--- src/rtl/ps2_pkg.sv ---
`default_nettype none
// +-----------------------------------------------------------------------+
// | ps2_pkg : shared constants and types for the PS/2 key encoder          |
// | Rev 1.0                                                               |
// +-----------------------------------------------------------------------+
package ps2_pkg;

  localparam logic [7:0] C_PFX_EXT   = 8'hE0;
  localparam logic [7:0] C_PFX_BRK   = 8'hF0;
  localparam logic [7:0] C_PFX_PAUSE = 8'hE1;
  localparam logic [7:0] C_BAT_OK    = 8'hAA;
  localparam logic [7:0] C_ACK       = 8'hFA;
  localparam logic [7:0] C_RESEND    = 8'hFE;
  localparam logic [7:0] C_ECHO      = 8'hEE;
  localparam logic [7:0] C_ERR_00    = 8'h00;
  localparam logic [7:0] C_ERR_FF    = 8'hFF;

  localparam int KEY_TOGGLE  = 10;
  localparam int KEY_PRESSED = 9;
  localparam int KEY_EXT     = 8;

  typedef enum logic [1:0] {
    ST_IDLE   = 2'd0,
    ST_DATA   = 2'd1,
    ST_PARITY = 2'd2,
    ST_STOP   = 2'd3
  } frame_state_e;

  // Keyboard housekeeping bytes that never describe a key.
  function automatic logic is_ignore_byte(input logic [7:0] b);
    return (b == C_BAT_OK) || (b == C_ACK) || (b == C_RESEND) ||
           (b == C_ECHO) || (b == C_ERR_00) || (b == C_ERR_FF);
  endfunction

endpackage
`default_nettype wire

--- src/rtl/ps2_key_encoder_if.sv ---
`default_nettype none
// +-----------------------------------------------------------------------+
// | ps2_key_encoder_if : PS/2 pins and key-event outputs                   |
// | Rev 1.0                                                               |
// +-----------------------------------------------------------------------+
interface ps2_key_encoder_if;
  logic        I_PS2_CLK;
  logic        I_PS2_DAT;
  logic [10:0] O_PS2_KEY;
  logic        O_FRAME_ERR;
  logic        O_BUSY;

  modport master (
    output I_PS2_CLK, I_PS2_DAT,
    input  O_PS2_KEY, O_FRAME_ERR, O_BUSY
  );

  modport slave (
    input  I_PS2_CLK, I_PS2_DAT,
    output O_PS2_KEY, O_FRAME_ERR, O_BUSY
  );
endinterface
`default_nettype wire

--- src/rtl/ps2_rx_byte.sv ---
`default_nettype none
// +-----------------------------------------------------------------------+
// | ps2_rx_byte : sync, clock glitch filter, 11-bit frame FSM, timeout     |
// | Rev 1.0                                                               |
// +-----------------------------------------------------------------------+
module ps2_rx_byte
  import ps2_pkg::*;
#(
  parameter int FILTER_LEN  = 8,
  parameter int TIMEOUT_CYC = 24576
) (
  input  logic       clk,
  input  logic       rst_n,
  input  logic       i_ps2_clk,
  input  logic       i_ps2_dat,
  output logic [7:0] o_byte,
  output logic       o_byte_valid,
  output logic       o_frame_err,
  output logic       o_busy
);

  localparam int FCNT_W = $clog2(FILTER_LEN + 1);
  localparam int TO_W   = $clog2(TIMEOUT_CYC + 1);
  localparam logic [FCNT_W-1:0] C_FILT_LAST = FCNT_W'(FILTER_LEN - 1);
  localparam logic [TO_W-1:0]   C_TO_LAST   = TO_W'(TIMEOUT_CYC - 1);

  logic [1:0]        clk_sync_q, clk_sync_d;
  logic [1:0]        dat_sync_q, dat_sync_d;
  logic              filt_q, filt_d;
  logic [FCNT_W-1:0] fcnt_q, fcnt_d;
  frame_state_e      state_q, state_d;
  logic [2:0]        bitcnt_q, bitcnt_d;
  logic [7:0]        shift_q, shift_d;
  logic              par_q, par_d;
  logic [TO_W-1:0]   to_cnt_q, to_cnt_d;
  logic              byte_valid_q, byte_valid_d;
  logic              frame_err_q, frame_err_d;
  logic              strobe_w;
  logic              sample_w;
  logic              timeout_w;

  assign clk_sync_d = {clk_sync_q[0], i_ps2_clk};
  assign dat_sync_d = {dat_sync_q[0], i_ps2_dat};
  assign sample_w   = dat_sync_q[1];

  // Level flips only after FILTER_LEN consecutive samples disagree with it.
  always_comb begin
    filt_d = filt_q;
    fcnt_d = '0;
    if (clk_sync_q[1] != filt_q) begin
      if (fcnt_q == C_FILT_LAST) begin
        filt_d = clk_sync_q[1];
      end else begin
        fcnt_d = fcnt_q + 1'b1;
      end
    end
  end

  assign strobe_w  = filt_q & ~filt_d;
  assign timeout_w = (state_q != ST_IDLE) && (to_cnt_q == C_TO_LAST);

  always_comb begin
    state_d      = state_q;
    bitcnt_d     = bitcnt_q;
    shift_d      = shift_q;
    par_d        = par_q;
    byte_valid_d = 1'b0;
    frame_err_d  = 1'b0;
    to_cnt_d     = (state_q == ST_IDLE || strobe_w) ? '0 : to_cnt_q + 1'b1;

    // Timeout takes priority over a coincident strobe, whose bit is dropped.
    if (timeout_w) begin
      state_d     = ST_IDLE;
      frame_err_d = 1'b1;
      to_cnt_d    = '0;
    end else if (strobe_w) begin
      case (state_q)
        ST_IDLE: begin
          if (!sample_w) begin
            state_d  = ST_DATA;
            bitcnt_d = 3'd0;
          end
        end
        ST_DATA: begin
          shift_d  = {sample_w, shift_q[7:1]};
          bitcnt_d = bitcnt_q + 3'd1;
          if (bitcnt_q == 3'd7) begin
            state_d = ST_PARITY;
          end
        end
        ST_PARITY: begin
          par_d   = sample_w;
          state_d = ST_STOP;
        end
        ST_STOP: begin
          if (sample_w && ((^shift_q) ^ par_q)) begin
            byte_valid_d = 1'b1;
          end else begin
            frame_err_d = 1'b1;
          end
          state_d = ST_IDLE;
        end
        default: state_d = ST_IDLE;
      endcase
    end
  end

  always_ff @(posedge clk or negedge rst_n) begin
    if (!rst_n) begin
      clk_sync_q   <= 2'b11;
      dat_sync_q   <= 2'b11;
      filt_q       <= 1'b1;
      fcnt_q       <= '0;
      state_q      <= ST_IDLE;
      bitcnt_q     <= 3'd0;
      shift_q      <= 8'h00;
      par_q        <= 1'b0;
      to_cnt_q     <= '0;
      byte_valid_q <= 1'b0;
      frame_err_q  <= 1'b0;
    end else begin
      clk_sync_q   <= clk_sync_d;
      dat_sync_q   <= dat_sync_d;
      filt_q       <= filt_d;
      fcnt_q       <= fcnt_d;
      state_q      <= state_d;
      bitcnt_q     <= bitcnt_d;
      shift_q      <= shift_d;
      par_q        <= par_d;
      to_cnt_q     <= to_cnt_d;
      byte_valid_q <= byte_valid_d;
      frame_err_q  <= frame_err_d;
    end
  end

  assign o_byte       = shift_q;
  assign o_byte_valid = byte_valid_q;
  assign o_frame_err  = frame_err_q;
  assign o_busy       = (state_q != ST_IDLE);

endmodule
`default_nettype wire

--- src/rtl/ps2_key_encoder.sv ---
`default_nettype none
// +-----------------------------------------------------------------------+
// | ps2_key_encoder : PS/2 bytes -> 11-bit toggle/pressed/ext/code event   |
// | Rev 1.0                                                               |
// +-----------------------------------------------------------------------+
module ps2_key_encoder
  import ps2_pkg::*;
#(
  parameter int FILTER_LEN  = 8,
  parameter int TIMEOUT_CYC = 24576,
  parameter int E1_SKIP     = 7
) (
  input  logic              I_CLK_24576M,
  input  logic              I_RESETn,
  ps2_key_encoder_if.slave  bus
);

  localparam int SKIP_W = $clog2(E1_SKIP + 1);
  localparam logic [SKIP_W-1:0] C_SKIP_INIT = SKIP_W'(E1_SKIP);

  logic [7:0]        rx_byte_w;
  logic              rx_valid_w;
  logic              rx_err_w;
  logic              rx_busy_w;
  logic [10:0]       key_q, key_d;
  logic              brk_q, brk_d;
  logic              ext_q, ext_d;
  logic [SKIP_W-1:0] skip_q, skip_d;

  ps2_rx_byte #(
    .FILTER_LEN  (FILTER_LEN),
    .TIMEOUT_CYC (TIMEOUT_CYC)
  ) u_rx (
    .clk          (I_CLK_24576M),
    .rst_n        (I_RESETn),
    .i_ps2_clk    (bus.I_PS2_CLK),
    .i_ps2_dat    (bus.I_PS2_DAT),
    .o_byte       (rx_byte_w),
    .o_byte_valid (rx_valid_w),
    .o_frame_err  (rx_err_w),
    .o_busy       (rx_busy_w)
  );

  // Data bits and the toggle bit are committed together in one register write.
  always_comb begin
    key_d  = key_q;
    brk_d  = brk_q;
    ext_d  = ext_q;
    skip_d = skip_q;
    if (rx_valid_w) begin
      if (skip_q != '0) begin
        skip_d = skip_q - 1'b1;
      end else if (rx_byte_w == C_PFX_PAUSE) begin
        skip_d = C_SKIP_INIT;
        brk_d  = 1'b0;
        ext_d  = 1'b0;
      end else if (rx_byte_w == C_PFX_EXT) begin
        ext_d = 1'b1;
      end else if (rx_byte_w == C_PFX_BRK) begin
        brk_d = 1'b1;
      end else if (is_ignore_byte(rx_byte_w)) begin
        brk_d = 1'b0;
        ext_d = 1'b0;
      end else begin
        key_d[KEY_TOGGLE]  = ~key_q[KEY_TOGGLE];
        key_d[KEY_PRESSED] = ~brk_q;
        key_d[KEY_EXT]     = ext_q;
        key_d[7:0]         = rx_byte_w;
        brk_d              = 1'b0;
        ext_d              = 1'b0;
      end
    end
  end

  always_ff @(posedge I_CLK_24576M or negedge I_RESETn) begin
    if (!I_RESETn) begin
      key_q  <= 11'd0;
      brk_q  <= 1'b0;
      ext_q  <= 1'b0;
      skip_q <= '0;
    end else begin
      key_q  <= key_d;
      brk_q  <= brk_d;
      ext_q  <= ext_d;
      skip_q <= skip_d;
    end
  end

  assign bus.O_PS2_KEY   = key_q;
  assign bus.O_FRAME_ERR = rx_err_w;
  assign bus.O_BUSY      = rx_busy_w;

endmodule
`default_nettype wire

--- src/flat_wrapper.sv ---
// flat-port wrapper written by rule: the top's interface ports become plain ports
module ps2_key_encoder_flat import ps2_pkg::*;
#(
  parameter int FILTER_LEN  = 8,
  parameter int TIMEOUT_CYC = 24576,
  parameter int E1_SKIP     = 7
)
  (I_CLK_24576M, I_RESETn, bus_I_PS2_CLK, bus_I_PS2_DAT, bus_O_PS2_KEY, bus_O_FRAME_ERR, bus_O_BUSY);
  ps2_key_encoder_if bus_i ();
  input  logic I_CLK_24576M;
  input  logic I_RESETn;
  input wire logic [$bits(bus_i.I_PS2_CLK)-1:0] bus_I_PS2_CLK;
  input wire logic [$bits(bus_i.I_PS2_DAT)-1:0] bus_I_PS2_DAT;
  output wire logic [$bits(bus_i.O_PS2_KEY)-1:0] bus_O_PS2_KEY;
  output wire logic [$bits(bus_i.O_FRAME_ERR)-1:0] bus_O_FRAME_ERR;
  output wire logic [$bits(bus_i.O_BUSY)-1:0] bus_O_BUSY;
  assign bus_i.I_PS2_CLK = bus_I_PS2_CLK;
  assign bus_i.I_PS2_DAT = bus_I_PS2_DAT;
  assign bus_O_PS2_KEY = bus_i.O_PS2_KEY;
  assign bus_O_FRAME_ERR = bus_i.O_FRAME_ERR;
  assign bus_O_BUSY = bus_i.O_BUSY;
  ps2_key_encoder #(.FILTER_LEN(FILTER_LEN), .TIMEOUT_CYC(TIMEOUT_CYC), .E1_SKIP(E1_SKIP)) u_core (.I_CLK_24576M(I_CLK_24576M), .I_RESETn(I_RESETn), .bus(bus_i));
endmodule
--- config.mk ---
export PLATFORM = sky130hd
export DESIGN_NAME = ps2_key_encoder_flat
export DESIGN_NICKNAME = d
export VERILOG_FILES = /design/src/rtl/ps2_pkg.sv /design/src/rtl/ps2_key_encoder_if.sv /design/src/rtl/ps2_rx_byte.sv /design/src/rtl/ps2_key_encoder.sv /design/src/flat_wrapper.sv
export SDC_FILE = /design/constraint.sdc
export NUM_CORES = 1
export LEC_CHECK = 0
export CAP_MARGIN = 15
export CELL_PAD_IN_SITES_DETAIL_PLACEMENT = 1
export CELL_PAD_IN_SITES_GLOBAL_PLACEMENT = 1
export CORE_UTILIZATION = 50
export CTS_CLUSTER_SIZE = 40
export DETAILED_ROUTE_END_ITERATION = 6
export PLACE_DENSITY_LB_ADDON = 0.1
export SYNTH_ARGS = -nofsm -noshare
export SYNTH_HDL_FRONTEND = slang
export SYNTH_SLANG_ARGS = --single-unit
--- constraint.sdc ---
create_clock -name I_CLK_24576M -period 3.31 [get_ports I_CLK_24576M]
set_clock_uncertainty 0.2 [all_clocks]
set_input_delay 0.331 -clock I_CLK_24576M [delete_from_list [all_inputs] [get_ports I_CLK_24576M]]
set_output_delay 0.331 -clock I_CLK_24576M [all_outputs]
set_load 0.1 [all_outputs]
==> key figures <==
Logic synthesis
  – Largest family of logic cells by synthesized area: simple AND/OR/NAND/NOR gates
  – Post-synthesis register bit count: 56
  – Average size of a mapped cell: 11.1 um^2
  – Synth async-reset ratio: 100%
  – Synth Area in Compound Gates: 6.84%
  – Post-synthesis mux area share: 8.18%
  – Post-synth top flop: dfrtp_1
  – Synth Net Count: 287
  – Count of cell types in the netlist: 47
  – Xor and xnor area share after synthesis: 5.66%
  – Adder-Cell Fraction of Synth Area: 10.4%
  – Syn Inst Count: 259
  – Seq/Total Area, Yosys: 49.0%
  – Post-Syn Area: 0.00287 mm^2
  – Synth warnings: 0
  – Post-synth EDFFs: 0
  – Simple-gate share of the synthesized area: 16.4%

Detailed routing
  – Vias per cell: 5.52
  – Iter 0 DRT Violations: 36
  – Drt pass-1 iters: 4
  – Routed via count: 1,953
  – DRC Markers: 0
  – Wirelength per Cell: 15.6 um
  – Final wirelength: 5530 um
  – Post-route antenna net violation count: 0

Worst setup path
  – Top Family by Delay on Critical Path: buffers and inverters
  – Crit-path max cell delay: 1.14 ns
  – Crit Path Category: flip-flop to output pin
  – Buf+Inv Stages, Crit Path: 1
  – Crit start category: flip-flop
  – Element type at the critical path end: output pin
  – Slowest stage cell, crit path: clkdlybuf4s50_1
  – CP arrival: 1.82 ns
  – Required @ worst endpoint: 2.78 ns
  – Crit-path cells: clkdlybuf4s50_1
  – Critical Path Fanout Max: 2

Global route
  – Pin count of the biggest net entering global routing: 44
  – Vias in the first global route: 2,108
  – Global Route Usage Sum: 20.7%
  – First-pass GRT wire length: 9900 um
  – Antenna violations before repair: 0
  – Grt ovf: 0

Cells and area
  – Fin area: 0.00321 mm^2
  – Multi-input logic area: 0.00137 mm^2
  – Fillcell total: 593
  – Core Util, Final: 58.2%
  – Seq. cell area: 0.00141 mm^2
  – N_diodes: 0
  – Leading cell types in the layout, fill and taps excluded: 51 x dfrtp_1, 24 x ha_1, 21 x nor2_1
  – Final nets: 309
  – Area grow syn2layout: 11.6%
  – Commonest non-fill, non-tap cell in the layout: dfrtp_1
  – Share of cells above drive strength 1: 13.1%

Power
  – Sw Share: 24.8%
  – Tot Pwr: 1190 uW
  – Combinational share of power: 7.6%
  – Seq pwr share: 61.6%
  – Internal power: 897 uW
  – VDD IR max: 0.230 mV
  – Leak: 0.00143 uW
  – Clock Power Share: 30.8%
  – Pwr Density: 372 mW/mm^2
  – Net Switching: 295 uW

Timing
  – Final setup viols: 0
  – Slew Viols, Final: 0
  – Final Critical Period: 2.35 ns
  – Fmax: 425 MHz
  – Final hold slack: -0.0290 ns
  – Slew HR: 34.7%
  – Fin. Hold Viols: 36
  – Final period util: 71.0%
  – Setup TNS: 0 ns
  – RSZ-0062 raised after global routing: no
  – Worst Tran Pin Value: 0.976 ns

Clock tree
  – CTS tree: yes
  – CTS sink cnt: 56
  – Clk buf depth: 2
  – Clock slew seen by the registers of the worst setup and hold paths: 0.10 ns
  – Post-CTS Setup Inserts: 0
  – H-tree Lvls: 2
  – Total CTS buffers: 5
  – Clk_lat worst skew: 0.31 ns
  – Gates resized, CTS repair: 0
  – CTS Root Cell: clkbuf_8
  – Hold buffers post-CTS: 0

Place
  – Post-place instance area: 0.00312 mm^2
  – Port-buffer cells: 16
  – Final GP Congestion: 0.764
  – HPWL after detailed placement: 4060 um

Floorplanning
  – Starting Density: 52.2%
  – Die Wd: 77.8 um
  – Die Ht: 77.8 um
  – Die footprint: 0.00606 mm^2
  – Num rows: 27
  – Core area: 0.00551 mm^2
  – IO Pins: 17

Outcome
  – Status: complete, but fails checks
  – Failing checks: negative hold slack

Run
  – Max cap viols: 0

Hold path
  – HP Class: primary input to asynchronous set/reset pin
metrics by stage:
step	worst slack, ns	hold slack (ns)	instances
finish	0.959	-0.0290	354
global route	0.894	0.0570	354
CTS	0.945	0.000753	354
detailed placement	1.04	0.148	346
global placement	1.06	0.146	346
floorplan	0.643	-0.165	259
power groups by stage:
stage	registers (uW)	clock network, uW	logic, uW
2_1_floorplan	742	0	57.9
3_3_place_gp	746	0	87.6
3_5_place_dp	747	0	92.5
4_1_cts	734	386	93.0
5_1_grt	739	411	103
6_report	734	367	91.1
kinds of logic (layout without fill, tap and decap cells):
logic type	Yosys count	in the layout
AO/OA/AOI/OAI	28	28
XOR/XNOR	17	17
adder cells (fa/ha/maj)	24	24
buffers and inverters	24	47
flip-flops	56	56
multiplexers	22	22
AND/OR/NAND/NOR	88	88
registers in the layout (all words and copies together), names as in the netlist:
name and flops:
u_core.ext_q 1, u_core.u_rx.o_frame_err 1, u_core.skip_q 3, u_core.u_rx.clk_sync_q 2
u_core.u_rx.o_byte 8, u_core.u_rx.dat_sync_q 2, u_core.u_rx.o_byte_valid 1, u_core.u_rx.filt_q 1
u_core.u_rx.fcnt_q 4, u_core.bus.O_PS2_KEY 11, u_core.u_rx.par_q 1, u_core.u_rx.to_cnt_q 15
u_core.brk_q 1, u_core.u_rx.state_q 2, u_core.u_rx.bitcnt_q 3
path summary, 6_finish.rpt:
kind	startpoint	to	slack, ns	cells after the start
setup / recovery	u_core.bus.O_PS2_KEY[10]	bus_O_PS2_KEY[10]	0.96	1
hold / removal	I_RESETn	u_core.skip_q[0]	-0.03	1
setup reg to reg	u_core.u_rx.state_q[1]	u_core.u_rx.o_byte[7]	1.02	7
hold reg to reg	u_core.u_rx.clk_sync_q[0]	u_core.u_rx.clk_sync_q[1]	0.16	0
max in group asynchronous	I_RESETn	u_core.u_rx.to_cnt_q[5]	2.26	2
min in group I_CLK_24576M	u_core.u_rx.clk_sync_q[0]	u_core.u_rx.clk_sync_q[1]	0.16	0
routing by layer:
metal / wire length (um) / track usage [%]
met2: 2810 / 35.9
met5: 0 / 0
met3: 108 / 3.18
met4: 46 / 5.66
met1: 2570 / 26.7
synthesized netlist by cell type (2+ instances only):
master,count,area share [%]
nor2b_1,4,0.87
o21ai_0,5,0.87
ha_1,24,10
a211oi_1,2,0.52
nor2_1,21,2.7
a21oi_1,9,1.6
or3_1,4,0.87
xor2_1,6,1.8
nor4_1,3,0.65
buf_2,2,0.35
dfstp_2,5,4.6
mux2i_1,10,3.5
nand4_1,5,1.1
nand2_1,19,2.5
mux2_2,12,4.7
nand3_1,11,1.9
a32o_1,2,0.70
inv_1,19,2.5
xnor2_1,10,3.0
dfrtp_1,51,44
clkbuf_1,2,0.26
nor3_1,8,1.4
area by class of cell:
class	count	share of cell area, %
clock buffer	6	2.26
timing repair buffer	20	5.70
inverter	19	2.22
multi-input combinational	179	42.6
tap	72	2.81
clock inverter	2	0.507
sequential	56	43.9
Power figures use the tool's default switching activity.
